## src/rtl/fifo_arb_pkg.sv

```systemverilog
// Shared types and elaboration helpers for the FIFO write-port arbiter.
package fifo_arb_pkg;

  typedef enum logic {
    IDLE  = 1'b0,
    BURST = 1'b1
  } arb_state_t;

  // Ceiling log2 with a floor of 1 bit so single-entry ranges still get a real vector.
  function automatic int clog2(input int value);
    int r;
    r = 1;
    for (int i = 1; i < 31; i++) begin
      if ((1 << i) < value) r = i + 1;
    end
    return r;
  endfunction

  function automatic int fifo_depth(input int addr_width);
    return 1 << addr_width;
  endfunction

endpackage

```

## src/rtl/rr_pick.sv

```systemverilog
// Rotating-priority encoder: first set request strictly after last_grant, wrapping modulo NUM_REQ.
module rr_pick
  import fifo_arb_pkg::*;
#(
  parameter int NUM_REQ = 4,
  parameter int ID_W    = 2
) (
  input  logic [NUM_REQ-1:0] req,
  input  logic [ID_W-1:0]    last_grant,
  output logic [ID_W-1:0]    winner,
  output logic               any_req
);

  logic            found;
  logic [ID_W-1:0] idx;

  always_comb begin
    winner = '0;
    found  = 1'b0;
    idx    = '0;
    for (int k = 1; k <= NUM_REQ; k++) begin
      idx = ID_W'((int'(last_grant) + k) % NUM_REQ);
      if (!found && req[idx]) begin
        found  = 1'b1;
        winner = idx;
      end
    end
  end

  assign any_req = |req;

endmodule

```

## src/rtl/fifo_wr_arbiter.sv

```systemverilog
// Round-robin burst arbiter driving the async FIFO write port; a burst starts only with room for MAX_BURST words.
module fifo_wr_arbiter
  import fifo_arb_pkg::*;
#(
  parameter int NUM_REQ        = 4,
  parameter int DATA_WIDTH     = 8,
  parameter int RAM_ADDR_WIDTH = 5,
  parameter int WR_CNT_WIDTH   = RAM_ADDR_WIDTH + 1,
  parameter int MAX_BURST      = 8
) (
  input  logic                          wr_clk,
  input  logic                          wr_rst_n,
  input  logic [NUM_REQ-1:0]            req_valid,
  input  logic [NUM_REQ-1:0]            req_last,
  input  logic [NUM_REQ*DATA_WIDTH-1:0] req_data,
  output logic [NUM_REQ-1:0]            req_ready,
  input  logic                          fifo_full,
  input  logic [WR_CNT_WIDTH-1:0]       wr_data_count,
  output logic                          fifo_wr_en,
  output logic [DATA_WIDTH-1:0]         fifo_wr_data,
  output logic                          grant_active,
  output logic [clog2(NUM_REQ)-1:0]     grant_id
);

  localparam int ID_W       = clog2(NUM_REQ);
  localparam int CNT_W      = clog2(MAX_BURST + 1);
  localparam int FIFO_DEPTH = fifo_depth(RAM_ADDR_WIDTH);

  // Handshake: a word moves when req_valid[g] && req_ready[g] during BURST; ready never depends on valid.
  arb_state_t        state, state_next;
  logic [ID_W-1:0]   last_grant;
  logic [CNT_W-1:0]  burst_cnt;
  logic [WR_CNT_WIDTH:0] free;
  logic              space_ok;
  logic [ID_W-1:0]   pick;
  logic              any_req;
  logic              xfer;
  logic              burst_done;

  rr_pick #(
    .NUM_REQ (NUM_REQ),
    .ID_W    (ID_W)
  ) u_pick (
    .req        (req_valid),
    .last_grant (last_grant),
    .winner     (pick),
    .any_req    (any_req)
  );

  // One extra bit keeps the subtraction from wrapping.
  assign free     = (WR_CNT_WIDTH+1)'(FIFO_DEPTH) - {1'b0, wr_data_count};
  assign space_ok = free >= (WR_CNT_WIDTH+1)'(MAX_BURST);

  always_comb begin
    state_next   = state;
    req_ready    = '0;
    fifo_wr_en   = 1'b0;
    fifo_wr_data = '0;
    xfer         = 1'b0;
    burst_done   = 1'b0;
    case (state)
      IDLE: begin
        if (any_req && space_ok) state_next = BURST;
      end
      BURST: begin
        req_ready[grant_id] = !fifo_full;
        fifo_wr_data        = req_data[grant_id*DATA_WIDTH +: DATA_WIDTH];
        xfer                = req_valid[grant_id] && !fifo_full;
        fifo_wr_en          = xfer;
        // Last word and count limit on the same transfer collapse into one exit.
        burst_done = xfer && (req_last[grant_id] || burst_cnt == CNT_W'(MAX_BURST - 1));
        if (burst_done) state_next = IDLE;
      end
      default: state_next = IDLE;
    endcase
  end

  always_ff @(posedge wr_clk or negedge wr_rst_n) begin
    if (!wr_rst_n) begin
      state      <= IDLE;
      grant_id   <= '0;
      last_grant <= ID_W'(NUM_REQ - 1);
      burst_cnt  <= '0;
    end else begin
      state <= state_next;
      if (state == IDLE && state_next == BURST) begin
        grant_id  <= pick;
        burst_cnt <= '0;
      end
      if (xfer) burst_cnt <= burst_cnt + CNT_W'(1);
      if (burst_done) last_grant <= grant_id;
    end
  end

  assign grant_active = (state == BURST);

endmodule

```

## config.mk

```make
export PLATFORM = sky130hd
export DESIGN_NAME = fifo_wr_arbiter
export DESIGN_NICKNAME = d
export VERILOG_FILES = /design/src/rtl/fifo_arb_pkg.sv /design/src/rtl/rr_pick.sv /design/src/rtl/fifo_wr_arbiter.sv
export SDC_FILE = /design/constraint.sdc
export NUM_CORES = 1
export LEC_CHECK = 0
export BUFFER_PORTS_ARGS = -buffer_cell sky130_fd_sc_hd__clkbuf_2
export CAP_MARGIN = 10
export CORE_MARGIN = 5
export CORE_UTILIZATION = 36
export DETAILED_ROUTE_END_ITERATION = 8
export GPL_TIMING_DRIVEN = 0
export PLACE_DENSITY = 0.75
export SLEW_MARGIN = 20
export SYNTH_ARGS = -nofsm -noshare
export SYNTH_HDL_FRONTEND = slang
export SYNTH_SLANG_ARGS = --single-unit
```

## constraint.sdc

```tcl
create_clock -name wr_clk -period 1.6 [get_ports wr_clk]
set_input_delay 0.24 -clock wr_clk [delete_from_list [all_inputs] [get_ports wr_clk]]
set_output_delay 0.24 -clock wr_clk [all_outputs]
set_load 0.005 [all_outputs]
```

==> impl_metrics.env, run 1 <==
export IMPL_vdd_drop_max_uv=821
export IMPL_synth_distinct_cells=37
export IMPL_core_sq_um=2430
export IMPL_p_leak_nw=0.755
export IMPL_post_route_period_util_pct=118
export IMPL_tritoncts="built"
export IMPL_hpwl_um=2340
export IMPL_postSynthNetCount=137
export IMPL_port_buffers=64
export IMPL_diodes=0
export IMPL_numCtsBuffers=3
export IMPL_p_per_area_nw_per_um2=1520
export IMPL_drt_initial_drc_count=19
export IMPL_max_slew_worst_pin_slew_ns=0.336
export IMPL_clk_pin_slew_ns=0.07
export IMPL_setup_slack_ns=-0.289
export IMPL_postSynth_asyncResetShare_pct=100
export IMPL_crit_fanout=7
export IMPL_die_area_sq_um=3580
export IMPL_setup_violations=19
export IMPL_post_drt_via_cell_ratio=5.27
export IMPL_ctsHtreeMaxLevel=1
export IMPL_pre_cts_ws_ns=-0.303
export IMPL_ys_seq_elements=9
export IMPL_syn2layout_area_growth_pct=66.9
export IMPL_insertion_delay_ns=0.26
export IMPL_hp_class="input port to flop"
export IMPL_dr_pass1_iters=4
export IMPL_routed_wl_um=3090
export IMPL_hold_viol=0
export IMPL_path_class="flop to output pin"
export IMPL_grt_max_degree=11
export IMPL_yosysSeqAreaShare_pct=25.5
export IMPL_relSlewSlack_pct=77.4
export IMPL_grt_antenna_before_repair=0
export IMPL_wire_per_inst_um=15.6
export IMPL_fin_skew_ns=0.00533
export IMPL_cts_buffer_depth=2
export IMPL_worstPathRequired_ns=1.36
export IMPL_die_height_um=59.8
export IMPL_design_area_sq_um=1490
export IMPL_ios=65
export IMPL_final_cell_mix="63 x clkbuf_2, 10 x buf_4, 8 x mux4_2"
export IMPL_cp_arrival_ns=1.65
export IMPL_gp_congestion=0.826
export IMPL_synthFlopType="dfrtp_1"
export IMPL_worstSetupEndpointType="output pin"
export IMPL_drive_gt1_share_pct=68.5
export IMPL_grt_ovfl_total=0
export IMPL_layout_commonest_cell="clkbuf_2"
export IMPL_ant_nets=0
export IMPL_grt_pass1_vias=979
export IMPL_root_buffer="clkbuf_4"
export IMPL_grt_first_pass_wirelength_um=4260
export IMPL_hp_start="fifo_full"
export IMPL_clock_sinks=9
export IMPL_final_nets=219
export IMPL_synth_edf_count=0
export IMPL_cap_violations=0
export IMPL_die_w_um=59.8
export IMPL_place_area_sq_um=1270
export IMPL_slew_viol_final=0
export IMPL_start_util_pct=36.7
export IMPL_fmax_ghz=0.529
export IMPL_rows=18
export IMPL_outcome="complete, but fails checks"
export IMPL_track_usage_pct=15.3
export IMPL_drc=0
export IMPL_rsz0062_at_grt="true"
export IMPL_timing_rr_start="grant_id[0]"
export IMPL_ys_warn_count=0
export IMPL_via_count=1043
export IMPL_violations="setup timing"
export IMPL_startpoint_type="flop"
export IMPL_fin_crit_ns=1.89
export IMPL_synthCells=87
export IMPL_avgSynthCellArea_sq_um=10.3
export IMPL_syn_area_sq_um=893
export IMPL_critPathLaunch="grant_id[0]"
==> repair_timing <==
item | in CTS | in global routing
gates resized for setup | 18 | 12
endpoints found under the setup margin | 16 | 22
pin swaps | 8 | 5
hold buffers | 1 | 0
endpoints found under the hold margin | 7 | 0
buffers inserted | 8 | 6
==> flip-flops by register name, indices dropped and copies added (netlist names) <==
signal / count
grant_active: 1
last_grant: 2
grant_id: 2
burst_cnt: 4
==> through the flow <==
step                      instances  hold WS (ns)  setup TNS, ns  power (mW)  util (%)
after detailed placement        181         0.108          -1.68        1.68      52.4
after global placement          181         0.103          -1.35        1.63      52.4
after CTS                       193         0.320          -3.14        2.09      58.4
after global routing            198         0.381          -4.86        2.42      61.3
after floorplan                  87       -0.0556         -0.191        1.27         -
final                           198         0.335          -3.67        2.26      61.3
==> cell type report <==
| type | count | area (sq um) |
|---|---|---|
| plain buffers | 4 | 46.3 |
| clock buffers | 3 | 22.5 |
| clock inverters | 1 | 5.00 |
| fillers | 210 | 941 |
| inverters | 3 | 13.8 |
| multi-input cells | 69 | 687 |
| flip-flops and latches | 9 | 229 |
| well taps | 30 | 37.5 |
| repair buffers | 79 | 450 |
==> worst max-delay path, cell delays in order, from the launching register on <==
cell and delay (ns):
dfrtp_1 0.37, buf_6 0.15, buf_8 0.13, mux4_2 0.49, and2_1 0.15, clkbuf_2 0.10
==> report_power, final <==
| group | internal, mW | switching, mW | leakage, nW | total (mW) |
|---|---|---|---|---|
| clock | 0.0923 | 0.0843 | 0.0177 | 0.177 |
| combinational | 0.983 | 0.627 | 0.630 | 1.61 |
| sequential | 0.342 | 0.135 | 0.108 | 0.476 |
| total | 1.42 | 0.846 | 0.755 | 2.26 |
==> layer usage <==
metal,wire [um],global-route usage [%],share of wire (%)
met1,1120,17.5,36
met2,1500,28.1,49
met3,393,3.67,13
met4,67,4.11,2.2
met5,0,0,0
==> synth_stat cells, types with 2 or more instances <==
cell type / n / share of area [%]
mux2_2: 4 / 5.0
nand2_1: 9 / 3.8
clkbuf_1: 4 / 1.7
nand3_1: 3 / 1.7
o21ai_0: 4 / 2.2
mux4_1: 4 / 12
nor2_1: 4 / 1.7
dfstp_2: 2 / 5.9
mux4_2: 6 / 15
dfrtp_1: 7 / 20
inv_1: 2 / 0.84
and2_1: 8 / 5.6
nor3b_1: 4 / 3.4
a21oi_1: 2 / 1.1
and3_1: 2 / 1.4
==> worst paths after layout <==
kind                              endpoint  slack, ns  cells after the start
max                        fifo_wr_data[6]      -0.29                      5
min                           grant_active       0.33                      4
max reg2reg                  last_grant[0]      -0.27                      6
min reg2reg                   burst_cnt[3]       0.56                      2
max in group asynchronous    last_grant[1]       0.98                      2
min in group asynchronous     burst_cnt[3]       0.36                      2
==> logic make-up after synthesis <==
logic type	after synthesis	synth area share [%]
fa+ha+maj	1	1.40
flops	9	25.5
simple gates	40	25.8
compound gates	12	8.55
mux	15	33.1
xor+xnor	1	0.981
buf+inv	9	4.76
Note: power is estimated with default switching activity, not from simulation.
==> run 2, diff against run 1 <==
--- a/config.mk
+++ b/config.mk
@@ -5,13 +5,14 @@
 export SDC_FILE = /design/constraint.sdc
 export NUM_CORES = 1
 export LEC_CHECK = 0
+export ABC_CLOCK_PERIOD_IN_PS = 1600
 export BUFFER_PORTS_ARGS = -buffer_cell sky130_fd_sc_hd__clkbuf_2
 export CAP_MARGIN = 10
 export CORE_MARGIN = 5
 export CORE_UTILIZATION = 36
 export DETAILED_ROUTE_END_ITERATION = 8
 export GPL_TIMING_DRIVEN = 0
-export PLACE_DENSITY = 0.75
+export PLACE_DENSITY = 0.84
 export SLEW_MARGIN = 20
 export SYNTH_ARGS = -nofsm -noshare
 export SYNTH_HDL_FRONTEND = slang
==> run 2 against run 1 <==
  * The run still ends with setup timing left
  * Sequential share of layout area is 0.10 points lower
  * Critical path type is now flop to flop
  * Via count is 2.2% higher
  * Sequential power fell by 1%
  * Highest routed layer unchanged
  * Worst setup slack got worse by 0.024 ns
  * Flip-flop and latch count unchanged
==> impl_metrics.env, run 2 (same netlist as run 1, synthesis figures left out) <==
export IMPL_outcome="complete, but fails checks"
export IMPL_violations="setup timing"
export IMPL_grt_ovfl_total=0
export IMPL_min_to="grant_active"
export IMPL_hold_viol=0
export IMPL_syn2layout_area_growth_pct=68.1
export IMPL_dr_pass1_iters=4
export IMPL_routed_wl_um=3160
export IMPL_r2r_cells=6
export IMPL_fin_crit_ns=1.91
export IMPL_grt_antenna_before_repair=0
export IMPL_design_area_sq_um=1500
export IMPL_max_slew_worst_pin_slew_ns=0.294
export IMPL_final_nets=221
export IMPL_start_util_pct=36.7
export IMPL_p_per_area_nw_per_um2=1570
export IMPL_cp_arrival_ns=2.10
export IMPL_hp_class="input port to flop"
export IMPL_final_cell_mix="60 x clkbuf_2, 13 x buf_4, 9 x mux4_2"
export IMPL_ios=65
export IMPL_post_drt_via_cell_ratio=5.33
export IMPL_post_route_period_util_pct=120
export IMPL_drc=0
export IMPL_largest_reg_flops=4
export IMPL_tritoncts="built"
export IMPL_core_sq_um=2430
export IMPL_path_class="flop to flop"
export IMPL_wl_met2_um=1680
export IMPL_whs_ns=0.346
export IMPL_numCtsBuffers=3
export IMPL_cap_violations=0
export IMPL_layout_commonest_cell="clkbuf_2"
export IMPL_hold_depth=4
export IMPL_via_count=1066
export IMPL_top_layer="met4"
export IMPL_grt_first_pass_wirelength_um=4520
export IMPL_startpoint_type="flop"
export IMPL_ff2ff_setup_slack_ns=-0.31
export IMPL_diodes=0
export IMPL_root_buffer="clkbuf_4"
export IMPL_port_buffers=64
export IMPL_place_area_sq_um=1270
export IMPL_ant_nets=0
export IMPL_vdd_drop_max_uv=1070
export IMPL_die_area_sq_um=3580
export IMPL_rows=18
export IMPL_setup_violations=14
export IMPL_drive_gt1_share_pct=70.0
export IMPL_reg_top3="burst_cnt (4), grant_id (2), last_grant (2)"
export IMPL_rsz0062_at_grt="true"
export IMPL_cts_buffer_depth=2
export IMPL_p_leak_nw=0.759
export IMPL_worstSetupEndpointType="flop"
export IMPL_wire_per_inst_um=15.8
export IMPL_drt_initial_drc_count=54
export IMPL_crit_fanout=7
export IMPL_die_height_um=59.8
export IMPL_die_w_um=59.8
export IMPL_track_usage_pct=16.6
export IMPL_hp_start="wr_data_count[5]"
export IMPL_clock_sinks=9
export IMPL_relSlewSlack_pct=80.4
export IMPL_pre_cts_ws_ns=-0.305
export IMPL_hpwl_um=2320
export IMPL_max_flop_register="burst_cnt"
export IMPL_timing_rr_start="grant_id[0]"
export IMPL_insertion_delay_ns=0.26
export IMPL_worstPathRequired_ns=1.79
export IMPL_grt_pass1_vias=1037
export IMPL_final_core_util_pct=61.7
export IMPL_routed_wl_met3_um=397
export IMPL_met1_length_um=1070
export IMPL_setup_slack_ns=-0.313
export IMPL_slew_viol_final=0
export IMPL_gp_congestion=0.793
export IMPL_clk_pin_slew_ns=0.06
export IMPL_fin_skew_ns=0.00542
export IMPL_ctsHtreeMaxLevel=1
export IMPL_r2r_end="last_grant[1]"
export IMPL_fmax_ghz=0.523
export IMPL_grt_max_degree=11
## run 2: power breakdown
part / internal, mW / total (mW) / leakage (nW) / switching [mW]
clock network: 0.0962 / 0.178 / 0.0150 / 0.0816
registers: 0.342 / 0.471 / 0.108 / 0.130
logic: 1.07 / 1.71 / 0.636 / 0.643
## run 2: timing repair
| item | 4_1_cts | 5_1_grt |
|---|---|---|
| pin swaps | 6 | 6 |
| gates resized for setup | 19 | 17 |
| setup endpoints to repair | 16 | 20 |
| hold endpoints to repair | 7 | 0 |
| hold buffers | 1 | 0 |
| buffers inserted | 10 | 5 |
## run 2: final cells by class
class                      count  area, sq um
fill                         185          931
multi-input combinational     69          682
timing repair buffer          80          463
sequential                     9          229
buffer                         5         50.0
tap                           30         37.5
clock buffer                   4         26.3
inverter                       3         13.8
## run 2: worst max-delay path by stage
stage	slack, ns	depth (start not counted)	startpoint	end
after floorplan	-0.06	5	grant_id[0]	last_grant[0]
after global placement	-0.25	5	grant_id[1]	fifo_wr_data[5]
after global routing	-0.37	6	grant_id[0]	last_grant[1]
after CTS	-0.30	5	grant_id[0]	fifo_wr_data[3]
after detailed placement	-0.31	5	grant_id[1]	fifo_wr_data[4]
final	-0.31	6	grant_id[0]	last_grant[1]
## run 2: per-layer routing
metal  vias to the layer above  global-route usage, %
li1                        491                      -
met1                       508                   16.4
met2                        63                   33.5
met3                         4                   6.05
met4                         0                  0.949
met5                         -                      0
## run 2: stage by stage
step	power (mW)	TNS, ns	cells
6_report	2.36	-3.04	200
5_1_grt	2.53	-4.27	200
4_1_cts	2.15	-3.02	195
3_5_place_dp	1.68	-1.67	181
3_3_place_gp	1.63	-1.30	181
2_1_floorplan	1.27	-0.191	87
## run 2: critical path, stage by stage, from the launching register on
cell and delay (ns):
dfrtp_1 0.37, buf_6 0.14, buf_4 0.11, mux4_2 0.53, a31oi_4 0.21, nand2b_4 0.18, mux2_4 0.30
==> run 3, diff against run 2 <==
--- a/config.mk
+++ b/config.mk
@@ -5,14 +5,14 @@
 export SDC_FILE = /design/constraint.sdc
 export NUM_CORES = 1
 export LEC_CHECK = 0
+export ABC_AREA = 1
 export ABC_CLOCK_PERIOD_IN_PS = 1600
 export BUFFER_PORTS_ARGS = -buffer_cell sky130_fd_sc_hd__clkbuf_2
 export CAP_MARGIN = 10
 export CORE_MARGIN = 5
-export CORE_UTILIZATION = 36
+export CORE_UTILIZATION = 38
 export DETAILED_ROUTE_END_ITERATION = 8
-export GPL_TIMING_DRIVEN = 0
-export PLACE_DENSITY = 0.84
+export PLACE_DENSITY = 0.86
 export SLEW_MARGIN = 20
 export SYNTH_ARGS = -nofsm -noshare
 export SYNTH_HDL_FRONTEND = slang
==> run 3 against run 2 <==
  * The flow still finishes with violations (setup timing)
  * Largest cell class unchanged
  * Critical endpoint is now fifo_wr_data[1]
  * Worst hold slack worse by 0.044 ns
  * Clock-buffer cell count unchanged
  * Combinational power is 30% higher
  * Critical path type is now flop to output pin
  * Die area is 3.7% higher
  * Maximum frequency is 8.8% higher
  * Flip-flop and latch count unchanged
  * Sequential power is 5.1% higher
  * Utilization increased by 4.1 points
  * Non-clock buffer count fell by 6
  * First-iteration DRC count fell by 46%
  * Via count rose by 29%
  * Highest routed layer unchanged
==> impl_metrics.env, run 3 <==
export IMPL_outcome="complete, but fails checks"
export IMPL_violations="setup timing"
export IMPL_drc=0
export IMPL_cp_arrival_ns=1.52
export IMPL_numCtsBuffers=3
export IMPL_final_nets=296
export IMPL_netlist_area_leader_share_pct=27.4
export IMPL_crit_fanout=5
export IMPL_postSynth_asyncResetShare_pct=100
export IMPL_drive_gt1_share_pct=53.1
export IMPL_power_mw=2.91
export IMPL_cap_violations=0
export IMPL_grt_ovfl_total=0
export IMPL_drt_initial_drc_count=29
export IMPL_ys_top_cells_by_area="nand2_1 27%, dfrtp_1 18%, a22oi_1 6.9%, a31oi_1 5.7%, dfstp_2 5.3%"
export IMPL_hold_viol=0
export IMPL_relSlewSlack_pct=85.3
export IMPL_grt_pass1_vias=1202
export IMPL_synthFlopType="dfrtp_1"
export IMPL_post_drt_via_cell_ratio=5.01
export IMPL_rows=18
export IMPL_r2r_end="grant_id[0]"
export IMPL_tritoncts="built"
export IMPL_hold_depth=5
export IMPL_final_cell_mix="57 x nand2_1, 57 x clkbuf_2, 14 x nand2_2"
export IMPL_start_util_pct=39.7
export IMPL_hpwl_um=2440
export IMPL_ff2ff_setup_slack_ns=0.07
export IMPL_die_area_sq_um=3710
export IMPL_core_sq_um=2480
export IMPL_post_route_period_util_pct=110
export IMPL_slew_viol_final=0
export IMPL_yosysSeqAreaShare_pct=23.1
export IMPL_worstPathRequired_ns=1.36
export IMPL_worstSetupEndpointType="output pin"
export IMPL_insertion_delay_ns=0.27
export IMPL_ant_nets=0
export IMPL_gp_congestion=0.812
export IMPL_dr_pass1_iters=4
export IMPL_ys_warn_count=0
export IMPL_synth_most_common_cell="nand2_1"
export IMPL_max_slew_worst_pin_slew_ns=0.221
export IMPL_hp_start="fifo_full"
export IMPL_setup_slack_ns=-0.158
export IMPL_reg_top3="burst_cnt (4), grant_id (2), last_grant (2)"
export IMPL_synthCells=160
export IMPL_fin_skew_ns=0.00675
export IMPL_p_leak_nw=0.880
export IMPL_die_height_um=60.9
export IMPL_die_w_um=60.9
export IMPL_fin_crit_ns=1.76
export IMPL_timing_rr_start="last_grant[0]"
export IMPL_cts_buffer_depth=2
export IMPL_startpoint_type="flop"
export IMPL_max_flop_register="burst_cnt"
export IMPL_track_usage_pct=18.5
export IMPL_avgSynthCellArea_sq_um=6.15
export IMPL_synth_edf_count=0
export IMPL_clock_sinks=9
export IMPL_min_to="grant_active"
export IMPL_wire_per_inst_um=13.1
export IMPL_ctsHtreeMaxLevel=1
export IMPL_largest_reg_flops=4
export IMPL_clk_pin_slew_ns=0.06
export IMPL_postSynthNetCount=210
export IMPL_hp_class="input port to flop"
export IMPL_synth_distinct_cells=26
export IMPL_diodes=0
export IMPL_port_buffers=64
export IMPL_path_class="flop to output pin"
export IMPL_root_buffer="clkbuf_4"
export IMPL_grt_first_pass_wirelength_um=5230
export IMPL_grt_max_degree=11
export IMPL_ys_seq_elements=9
export IMPL_vdd_drop_max_uv=1300
export IMPL_fmax_ghz=0.569
export IMPL_r2r_cells=11
export IMPL_yosys_area_top_type="nand2_1"
export IMPL_syn_area_sq_um=985
export IMPL_fin_setup_tns_ns=-0.537
export IMPL_p_per_area_nw_per_um2=1780
export IMPL_synth_common_cells="72 x nand2_1, 11 x inv_1, 9 x a22oi_1, 9 x a31oi_1, 8 x nor2_1"
export IMPL_rsz0062_at_grt="true"
export IMPL_grt_antenna_before_repair=0
export IMPL_routed_wl_um=3590
export IMPL_setup_violations=9
export IMPL_syn2layout_area_growth_pct=65.7
export IMPL_ios=65
export IMPL_via_count=1377
-- run 3: changes by cell type after synthesis, sizes merged, moves of 8 or more --
cell / delta
nand2: +64
inv: +15
mux4: -10
a22oi: +9
nor2: +9
a31oi: +8
and2: -8
-- run 3: area by class of cell --
type	count	area [sq um]
Inverter	19	76.3
Tap cell	30	37.5
Multi-Input combinational cell	131	769
Fill cell	206	846
Clock buffer	4	26.3
Timing Repair Buffer	79	469
Sequential cell	9	230
Timing Repair inverter	3	22.5
-- run 3: metrics by stage --
stage	instances	util (%)	hold WS [ns]	area (sq um)	setup WS, ns
final	275	65.9	0.302	1630	-0.158
after global routing	275	65.9	0.346	1630	-0.291
after CTS	269	60.4	0.295	1500	-0.0537
after detailed placement	256	54.8	0.104	1360	0.0464
after global placement	256	54.8	0.102	1360	0.0968
after floorplan	160	-	-0.0556	985	0.144
-- run 3: worst max-delay path by stage --
stage                        from         endpoint
detailed placement  last_grant[0]      grant_id[0]
finish                grant_id[0]  fifo_wr_data[1]
global route          grant_id[0]  fifo_wr_data[1]
floorplan           last_grant[0]      grant_id[0]
global placement    last_grant[0]      grant_id[0]
CTS                   grant_id[0]  fifo_wr_data[7]
-- run 3: cells by family (layout without fill, tap and decap cells) --
family,after synthesis,count (layout),share of synthesized area [%]
fa+ha+maj,1,1,1.27
flops,9,9,23.1
simple gates,103,103,47.5
buf+inv,20,105,8.26
xor+xnor,1,1,0.890
compound gates,26,26,18.9
-- run 3: per-layer routing --
metal	vias up	GRT usage [%]	part of all wire, %
li1	700	-	-
met1	626	23.5	40
met2	45	31.3	52
met3	6	5.53	6.9
met4	0	3.72	0.95
met5	-	0	0
-- run 3: critical path: stages (launching register included) --
cell        delay, ns
dfrtp_2          0.48
inv_2            0.13
nand2_8          0.08
clkinvlp_4       0.12
nand2_1          0.09
a31oi_1          0.21
clkbuf_2         0.15
-- run 3: what timing repair did --
item,4_1_cts,5_1_grt
setup buffers,6,5
pin swaps,3,10
endpoints found under the hold margin,7,0
setup endpoints to repair,9,13
cloned,2,1
hold buffers,1,0
gates resized for setup,11,33
-- run 3: where the power goes --
group | switching (mW) | total, mW | internal (mW)
clock | 0.0835 | 0.180 | 0.0963
combinational | 1.22 | 2.23 | 1.01
sequential | 0.156 | 0.495 | 0.340
